File: src/rtl/spi_keycode_responder.sv
// spi_keycode_responder: mode-0 SPI responder that writes keycode/difficulty and reads back a score snapshot
module spi_keycode_responder #(
  parameter logic [7:0] ID_BYTE = 8'hA5,
  parameter int SCORE_W = 12
) (
  input  logic               Clk,
  input  logic               Reset_n,
  input  logic               spi_sclk,
  input  logic               spi_cs_n,
  input  logic               spi_mosi,
  output logic               spi_miso,
  output logic               spi_miso_oe,
  input  logic [SCORE_W-1:0] Score,
  output logic [7:0]         keycode,
  output logic               keycode_strobe,
  output logic [1:0]         difficulty,
  output logic               abort_pulse
);
  typedef enum logic [2:0] {WAIT_IDLE, IDLE, CMD, DATA, EXEC, DRAIN} state_t;
  state_t state;
  logic [2:0] sclk_s, cs_s;
  logic [1:0] mosi_s;
  logic [2:0] cnt;
  logic [6:0] sh_in;
  logic [7:0] shreg, cmd, data, byte_nx, resp;
  logic [SCORE_W-1:0] snap;
  logic [15:0] snap_ext;
  logic sclk_rise, sclk_fall, cs_rise, cs_fall, in_xfer;
  // Two synchroniser flops per pin plus a third stage for edge detection; cleared so a reset under CS_n low is never seen as a fresh CS_n fall
  always_ff @(posedge Clk or negedge Reset_n)
    if (!Reset_n) begin
      sclk_s <= '0;
      cs_s   <= '0;
      mosi_s <= '0;
    end else begin
      sclk_s <= {sclk_s[1:0], spi_sclk};
      cs_s   <= {cs_s[1:0], spi_cs_n};
      mosi_s <= {mosi_s[0], spi_mosi};
    end
  // Edge events, the byte completed by the current rise, and the byte-1 reply selected by that command byte
  always_comb begin
    sclk_rise = sclk_s[1] & ~sclk_s[2];
    sclk_fall = ~sclk_s[1] & sclk_s[2];
    cs_rise   = cs_s[1] & ~cs_s[2];
    cs_fall   = ~cs_s[1] & cs_s[2];
    in_xfer   = state == CMD || state == DATA || state == DRAIN;
    byte_nx   = {sh_in, mosi_s[1]};
    snap_ext  = 16'(snap);
    resp      = byte_nx == 8'h03 ? snap_ext[15:8] : byte_nx == 8'h04 ? snap_ext[7:0] : 8'h00;
  end
  // Transaction FSM: shifts bits in on SCLK rise, out on SCLK fall, executes the command one Clk after the 16th rise
  always_ff @(posedge Clk or negedge Reset_n)
    if (!Reset_n) begin
      state          <= WAIT_IDLE;
      cnt            <= '0;
      sh_in          <= '0;
      shreg          <= '0;
      cmd            <= '0;
      data           <= '0;
      snap           <= '0;
      spi_miso       <= 1'b0;
      spi_miso_oe    <= 1'b0;
      keycode        <= '0;
      keycode_strobe <= 1'b0;
      difficulty     <= '0;
      abort_pulse    <= 1'b0;
    end else begin
      keycode_strobe <= 1'b0;
      abort_pulse    <= 1'b0;
      if (in_xfer && cs_rise) begin
        state       <= IDLE;
        spi_miso    <= 1'b0;
        spi_miso_oe <= 1'b0;
        abort_pulse <= cnt != 3'd0;
        cnt         <= '0;
      end else
        case (state)
          WAIT_IDLE: if (cs_s[1]) state <= IDLE;
          IDLE: if (cs_fall) begin
            snap        <= Score;
            shreg       <= {ID_BYTE[6:0], 1'b0};
            spi_miso    <= ID_BYTE[7];
            spi_miso_oe <= 1'b1;
            cnt         <= '0;
            state       <= CMD;
          end
          EXEC: begin
            if (cmd == 8'h01) begin
              keycode        <= data;
              keycode_strobe <= 1'b1;
            end
            if (cmd == 8'h02) difficulty <= data[1:0];
            state <= cs_rise ? IDLE : DRAIN;
            if (cs_rise) begin
              spi_miso    <= 1'b0;
              spi_miso_oe <= 1'b0;
            end
          end
          default: if (sclk_rise) begin
            cnt   <= cnt + 3'd1;
            sh_in <= byte_nx[6:0];
            if (cnt == 3'd7 && state == CMD) begin
              cmd   <= byte_nx;
              shreg <= resp;
              state <= DATA;
            end
            if (cnt == 3'd7 && state == DATA) begin
              data  <= byte_nx;
              shreg <= '0;
              state <= EXEC;
            end
          end else if (sclk_fall) begin
            spi_miso <= shreg[7];
            shreg    <= {shreg[6:0], 1'b0};
          end
        endcase
    end
endmodule

File: config.mk
export PLATFORM = sky130hd
export DESIGN_NAME = spi_keycode_responder
export DESIGN_NICKNAME = d
export VERILOG_FILES = /design/src/rtl/spi_keycode_responder.sv
export SDC_FILE = /design/constraint.sdc
export NUM_CORES = 1
export LEC_CHECK = 0
export ABC_AREA = 0
export BUFFER_PORTS_ARGS = -buffer_cell sky130_fd_sc_hd__buf_2
export CAP_MARGIN = 20
export CELL_PAD_IN_SITES_DETAIL_PLACEMENT = 2
export CELL_PAD_IN_SITES_GLOBAL_PLACEMENT = 2
export CORE_AREA = 2 2 117 119
export CTS_BUF_LIST = sky130_fd_sc_hd__clkbuf_8 sky130_fd_sc_hd__clkbuf_16
export DETAILED_ROUTE_END_ITERATION = 16
export DIE_AREA = 0 0 119 121
export GPL_ROUTABILITY_DRIVEN = 0
export GPL_TIMING_DRIVEN = 0
export MAX_ROUTING_LAYER = met4
export PLACE_DENSITY = 0.57
export REMOVE_ABC_BUFFERS = 1
export SLEW_MARGIN = 10
export SYNTH_ARGS = -nofsm -noshare
export SYNTH_HDL_FRONTEND = slang
export SYNTH_SLANG_ARGS = --single-unit
File: constraint.sdc
create_clock -name Clk -period 4.8 [get_ports Clk]
set_input_delay 0.72 -clock Clk [delete_from_list [all_inputs] [get_ports Clk]]
set_output_delay 0.72 -clock Clk [all_outputs]
set_load 0.05 [all_outputs]
==> flow_summary.json, run 1 <==
{
  "status": "finished clean",
  "path_cells": "nor4_1 -> nand4b_1 -> or3b_1 -> mux2_4",
  "ys_seq_area_frac": 0.547,
  "dp_hpwl_mm": 4.84,
  "pwr-share-clk": 0.346,
  "synth_area_mm2": 0.00325,
  "syn_to_final_growth_pct": 19.2,
  "swShare": 0.313,
  "ys_ff_latch": 71,
  "clk_latency_ns": 0.33,
  "switchingPower_mw": 0.563,
  "cp-end-kind": "flop",
  "internal-power_mw": 1.24,
  "synth_edf_count": 0,
  "wirelength_mm": 6.96,
  "period_minus_slack_ns": 2.27,
  "die_w_um": 119,
  "clk_pin_slew_ns": 0.06,
  "diodes": 0,
  "slew_violations": 0,
  "multi_input_area_mm2": 0.00136,
  "grt_max_degree": 53,
  "drtIter0Drc": 107,
  "final_cell_mix": "71 x dfrtp_1, 46 x nand2_1, 29 x buf_2",
  "first_pass_iters": 4,
  "antenna_found_initial": 0,
  "finalNetCount": 324,
  "finalSetupTns_ns": 0,
  "die-height_um": 121,
  "powerDensity_mw_per_mm2": 465,
  "r2r_slack_ns": 2.53,
  "root_buffer": "clkbuf_16",
  "clock-sinks": 71,
  "timing.rr.end": "keycode[4]$_DFFE_PN0P_",
  "yosysWarningCount": 0,
  "via_per_inst": 4.50,
  "postCtsHoldBufs": 0,
  "setup-violations-final": 0,
  "cts_made_buffers": 9,
  "cp-start-kind": "flop",
  "hold_viol": 0,
  "grt_remaining_overflow": 0,
  "ir_drop_uv": 198,
  "synth_top_area_share": 0.547,
  "worstReg2RegStart": "state[0]$_DFFE_PN0P_",
  "crit_type": "flop to flop",
  "dieArea_mm2": 0.0144,
  "synthFlopType": "dfrtp_1",
  "drc": 0,
  "core_mm2": 0.0131,
  "portBuffers": 30,
  "htree_num_levels": 3,
  "synthCells": 273,
  "track_usage": 0.112,
  "io_pins": 31,
  "slew_headroom": 0.342,
  "p_seq_frac": 0.463,
  "critPathRequiredTime_ns": 5.01,
  "wl_per_cell_um": 14.4,
  "p_leak_nw": 1.88,
  "cts_tree": "built",
  "vias": 2174,
  "initial_utilization": 0.248,
  "synth.avg_cell_area_um2": 11.9,
  "fillCellCount": 1402,
  "rows": 42,
  "async_flop_share": 1.00,
  "ys_top_cells_by_area": "dfrtp_1 55%, mux2_1 8.7%, nand2_1 5.3%",
  "post_cts_buffers": 0,
  "crit_fanout": 16,
  "worst_slew_pin_slew_ns": 0.984,
  "combPwrFrac": 0.191,
  "regArea_mm2": 0.00178,
  "fmax_mhz": 441,
  "antenna_left": 0,
  "synth_cell_type_count": 54,
  "cp.arrival_ns": 2.48,
  "synth.largest_area_cell": "dfrtp_1",
  "period_share": 0.473,
  "mostFrequentLayoutCell": "dfrtp_1",
  "rsz0062_at_grt": "no",
  "cts_resized": 0,
  "clockBufferDepth": 2,
  "max_cap_viol_count": 0,
  "cpPeakStageDelay_ns": 0.67,
  "whs_ns": 0.272,
  "slowest_stage": "or3b_1",
  "hp-class": "primary input to async pin",
  "r2r_cells": 4,
  "grt_pass1_vias": 2437,
  "clock_skew_ns": 0.00678,
  "drive_gt1_frac": 0.215,
  "grt_first_pass_wirelength_mm": 12.4
}
## worst max-delay path: cells and delay by family (launching register included)
kind / cells / cell delay [ns]
AND/OR/NAND/NOR: 3 / 1.20
flip-flops: 1 / 0.56
multiplexers: 1 / 0.38
## power by group through the flow
stage / sequential (mW) / combinational [mW] / clock (mW)
floorplan: 0.828 / 0.240 / 0
finish: 0.833 / 0.344 / 0.622
detailed placement: 0.849 / 0.354 / 0
CTS: 0.838 / 0.357 / 0.651
global placement: 0.844 / 0.337 / 0
global route: 0.863 / 0.396 / 0.673
## synth_stat cells (all sizes together), types with 2 or more instances
cell,instances
nor3,3
nand2,46
a22oi,3
mux2,34
nor3b,2
nor4,2
mux2i,9
and3b,2
o21ai,8
nor2,7
or3b,4
nand2b,4
nand3,3
a32oi,4
nor2b,3
clkbuf,5
inv,11
dfrtp,71
a22o,6
a21boi,2
ha,5
a211oi,4
nor4bb,3
buf,9
a21oi,2
## area by class of cell
class                           instances  area share
Multi-Input combinational cell        177       0.351
Clock inverter                          6      0.0113
Tap cell                              176      0.0569
Clock buffer                           10      0.0617
Timing Repair Buffer                   32      0.0494
Inverter                               11      0.0107
Sequential cell                        71       0.459
## sequential cells by signal, summed over array words and instances (netlist names), 3 cells and up
signal,count
snap,12
cmd,8
data,8
keycode,8
shreg,8
sh_in,7
cnt,3
cs_s,3
sclk_s,3
state,3
## logic make-up (layout without fill, tap and decap cells)
kind of cell | Yosys count | count (layout) | synth area share
multiplexers | 43 | 43 | 0.155
AO/OA/AOI/OAI | 40 | 40 | 0.0925
adder cells (fa/ha/maj) | 5 | 5 | 0.0193
flip-flops | 71 | 71 | 0.547
buffers and inverters | 25 | 59 | 0.0343
AND/OR/NAND/NOR | 89 | 89 | 0.152
## per-stage QoR
step / utilization / setup slack (ns) / power [mW] / cell area, µm² / cells
final: 0.296 / 2.53 / 1.80 / 3870 / 483
after global routing: 0.296 / 2.36 / 1.93 / 3870 / 483
after CTS: 0.296 / 2.45 / 1.85 / 3870 / 483
after detailed placement: 0.274 / 2.46 / 1.20 / 3590 / 467
after global placement: 0.271 / 2.50 / 1.18 / 3550 / 465
after floorplan: - / 2.84 / 1.07 / 3180 / 259
## routing by layer
metal	wire, µm	track usage
met1	3290	0.134
met5	0	-
met4	91	0.0379
met2	3350	0.183
met3	237	0.0296
## worst max path at each step
| stage | cells after the start | to | start | slack, ns |
|---|---|---|---|---|
| finish | 4 | keycode[4]$_DFFE_PN0P_ | state[0]$_DFFE_PN0P_ | 2.53 |
| global route | 3 | keycode[4]$_DFFE_PN0P_ | state[2]$_DFFE_PN0P_ | 2.36 |
| CTS | 4 | keycode[4]$_DFFE_PN0P_ | state[0]$_DFFE_PN0P_ | 2.45 |
| detailed placement | 4 | keycode[4]$_DFFE_PN0P_ | state[0]$_DFFE_PN0P_ | 2.46 |
| global placement | 1 | cs_s[0]$_DFF_PN0_ | Reset_n | 2.50 |
| floorplan | 4 | keycode[0]$_DFFE_PN0P_ | state[0]$_DFFE_PN0P_ | 2.84 |
Note: power is estimated with default switching activity, not from simulation.
==> run 2: changes to the inputs <==
clock period = 2.2 ns   (was 4.8 ns; I/O delays follow)
==> run 2 against run 1 <==
Effect of this change:
- sequential cell count stayed put
- core utilization rose by 0.35 points
- cell count is 0.41% higher
- cell area rose by 1.2%
- first-iteration DRC count down 18%
- count of clock-buffer cells in the layout did not move
- largest power group unchanged
- non-clock buffer count rose by 2
- register-to-register slack worse by 2.4 ns
- via count is 0.14% higher
==> flow_summary.json, run 2 (synthesized netlist as in run 1, its figures left out) <==
{
  "r2r_slack_ns": 0.17,
  "hp-class": "primary input to flop",
  "dp_hpwl_mm": 4.84,
  "period_minus_slack_ns": 2.03,
  "antenna_left": 0,
  "timing.rr.end": "keycode[4]$_DFFE_PN0P_",
  "cp-end-kind": "flop",
  "cts_tree": "built",
  "grt_max_degree": 53,
  "root_buffer": "clkbuf_16",
  "status": "finished clean",
  "drtIter0Drc": 88,
  "path_cells": "nor4_1 -> nand4b_1 -> or3b_4 -> mux2_4",
  "crit_fanout": 16,
  "rows": 42,
  "mostFrequentLayoutCell": "dfrtp_1",
  "max_cap_viol_count": 0,
  "critPathRequiredTime_ns": 2.41,
  "slew_violations": 0,
  "final_core_util": 0.299,
  "die_w_um": 119,
  "clk_latency_ns": 0.33,
  "ir_drop_uv": 433,
  "io_pins": 31,
  "min_delay_path_depth": 1,
  "top_register": "snap",
  "hold_viol": 0,
  "drc": 0,
  "min_from": "spi_cs_n",
  "htree_num_levels": 3,
  "vias": 2177,
  "wl_per_cell_um": 14.4,
  "antenna_found_initial": 0,
  "largest_register_ffs": 12,
  "slew_headroom": 0.342,
  "final_cell_mix": "68 x dfrtp_1, 46 x nand2_1, 29 x buf_2",
  "grt_pass1_vias": 2437,
  "syn_to_final_growth_pct": 20.6,
  "cts_made_buffers": 9,
  "setup-violations-final": 0,
  "track_usage": 0.112,
  "cp.arrival_ns": 2.24,
  "fmax_mhz": 494,
  "cpPeakStageDelay_ns": 0.54,
  "crit_type": "flop to flop",
  "initial_utilization": 0.248,
  "r2r_cells": 4,
  "clk_pin_slew_ns": 0.06,
  "worstReg2RegStart": "state[0]$_DFFE_PN0P_",
  "first_pass_iters": 2,
  "finalNetCount": 326,
  "via_per_inst": 4.49,
  "grt_remaining_overflow": 0,
  "clock-sinks": 71,
  "diodes": 0,
  "slowest_stage": "or3b_4",
  "totalPowerFinal_mw": 3.94,
  "clock_skew_ns": 0.00601,
  "powerDensity_mw_per_mm2": 1000,
  "drive_gt1_frac": 0.239,
  "cp-start-kind": "flop",
  "dieArea_mm2": 0.0144,
  "wirelength_mm": 7.00,
  "rsz0062_at_grt": "no",
  "core_mm2": 0.0131,
  "worst_slew_pin_slew_ns": 0.984,
  "period_share": 0.921,
  "grt_first_pass_wirelength_mm": 12.4,
  "die-height_um": 121,
  "p_leak_nw": 1.89,
  "portBuffers": 30,
  "holdPathEnd": "cs_s[0]$_DFF_PN0_",
  "whs_ns": 0.108,
  "fillCellCount": 1397,
  "clockBufferDepth": 2
}
==> run 2: final cells by class <==
class / instances / area (µm²) / area share
Clock buffer: 10 / 239 / 0.0610
Inverter: 11 / 41.3 / 0.0105
Clock inverter: 6 / 43.8 / 0.0112
Multi-Input combinational cell: 177 / 1370 / 0.350
Tap cell: 176 / 220 / 0.0562
Timing Repair Buffer: 34 / 221 / 0.0565
Sequential cell: 71 / 1780 / 0.454
==> run 2: worst max-delay path by stage <==
| stage | from | endpoint | slack [ns] |
|---|---|---|---|
| after floorplan | state[0]$_DFFE_PN0P_ | keycode[0]$_DFFE_PN0P_ | 0.24 |
| after global placement | state[0]$_DFFE_PN0P_ | keycode[5]$_DFFE_PN0P_ | -0.09 |
| after detailed placement | state[0]$_DFFE_PN0P_ | keycode[4]$_DFFE_PN0P_ | -0.14 |
| after CTS | state[0]$_DFFE_PN0P_ | keycode[4]$_DFFE_PN0P_ | 0.03 |
| after global routing | cnt[1]$_DFFE_PN0P_ | shreg[4]$_DFFE_PN0P_ | 0.03 |
| final | state[0]$_DFFE_PN0P_ | keycode[4]$_DFFE_PN0P_ | 0.17 |
==> run 2: layer usage <==
metal,vias up,GRT usage,share of wire
met4,0,0.0379,0.013
met5,-,-,0
met3,7,0.0291,0.032
met2,29,0.183,0.49
met1,1113,0.134,0.47
li1,1028,-,-
==> run 2: stage by stage <==
step | TNS [ns] | worst slack, ns | instance area (µm²) | std cells
floorplan | 0 | 0.235 | 3180 | 259
global placement | -1.25 | -0.0860 | 3550 | 465
detailed placement | -1.03 | -0.136 | 3590 | 467
CTS | 0 | 0.0322 | 3890 | 484
global route | 0 | 0.0291 | 3920 | 485
finish | 0 | 0.174 | 3920 | 485
==> run 2: timing repair <==
item | 4_1_cts | 5_1_grt
gates resized for setup | 2 | 5
setup buffers | 0 | 1
pin swaps | 0 | 2
endpoints found under the setup margin | 9 | 52
endpoints found under the hold margin | 19 | 0
hold buffers | 1 | 0
==> run 2: worst max-delay path, delay by kind of cell (launching register included) <==
kind / cells / cell delay, ns
DFF: 1 / 0.52
muxes: 1 / 0.33
and+or+nand+nor: 3 / 1.06
==> run 2: where the power goes <==
group	switching, mW	internal [mW]	total (mW)
clock network	0.561	0.795	1.36
registers	0.254	1.57	1.82
logic	0.412	0.346	0.758
total	1.23	2.71	3.94
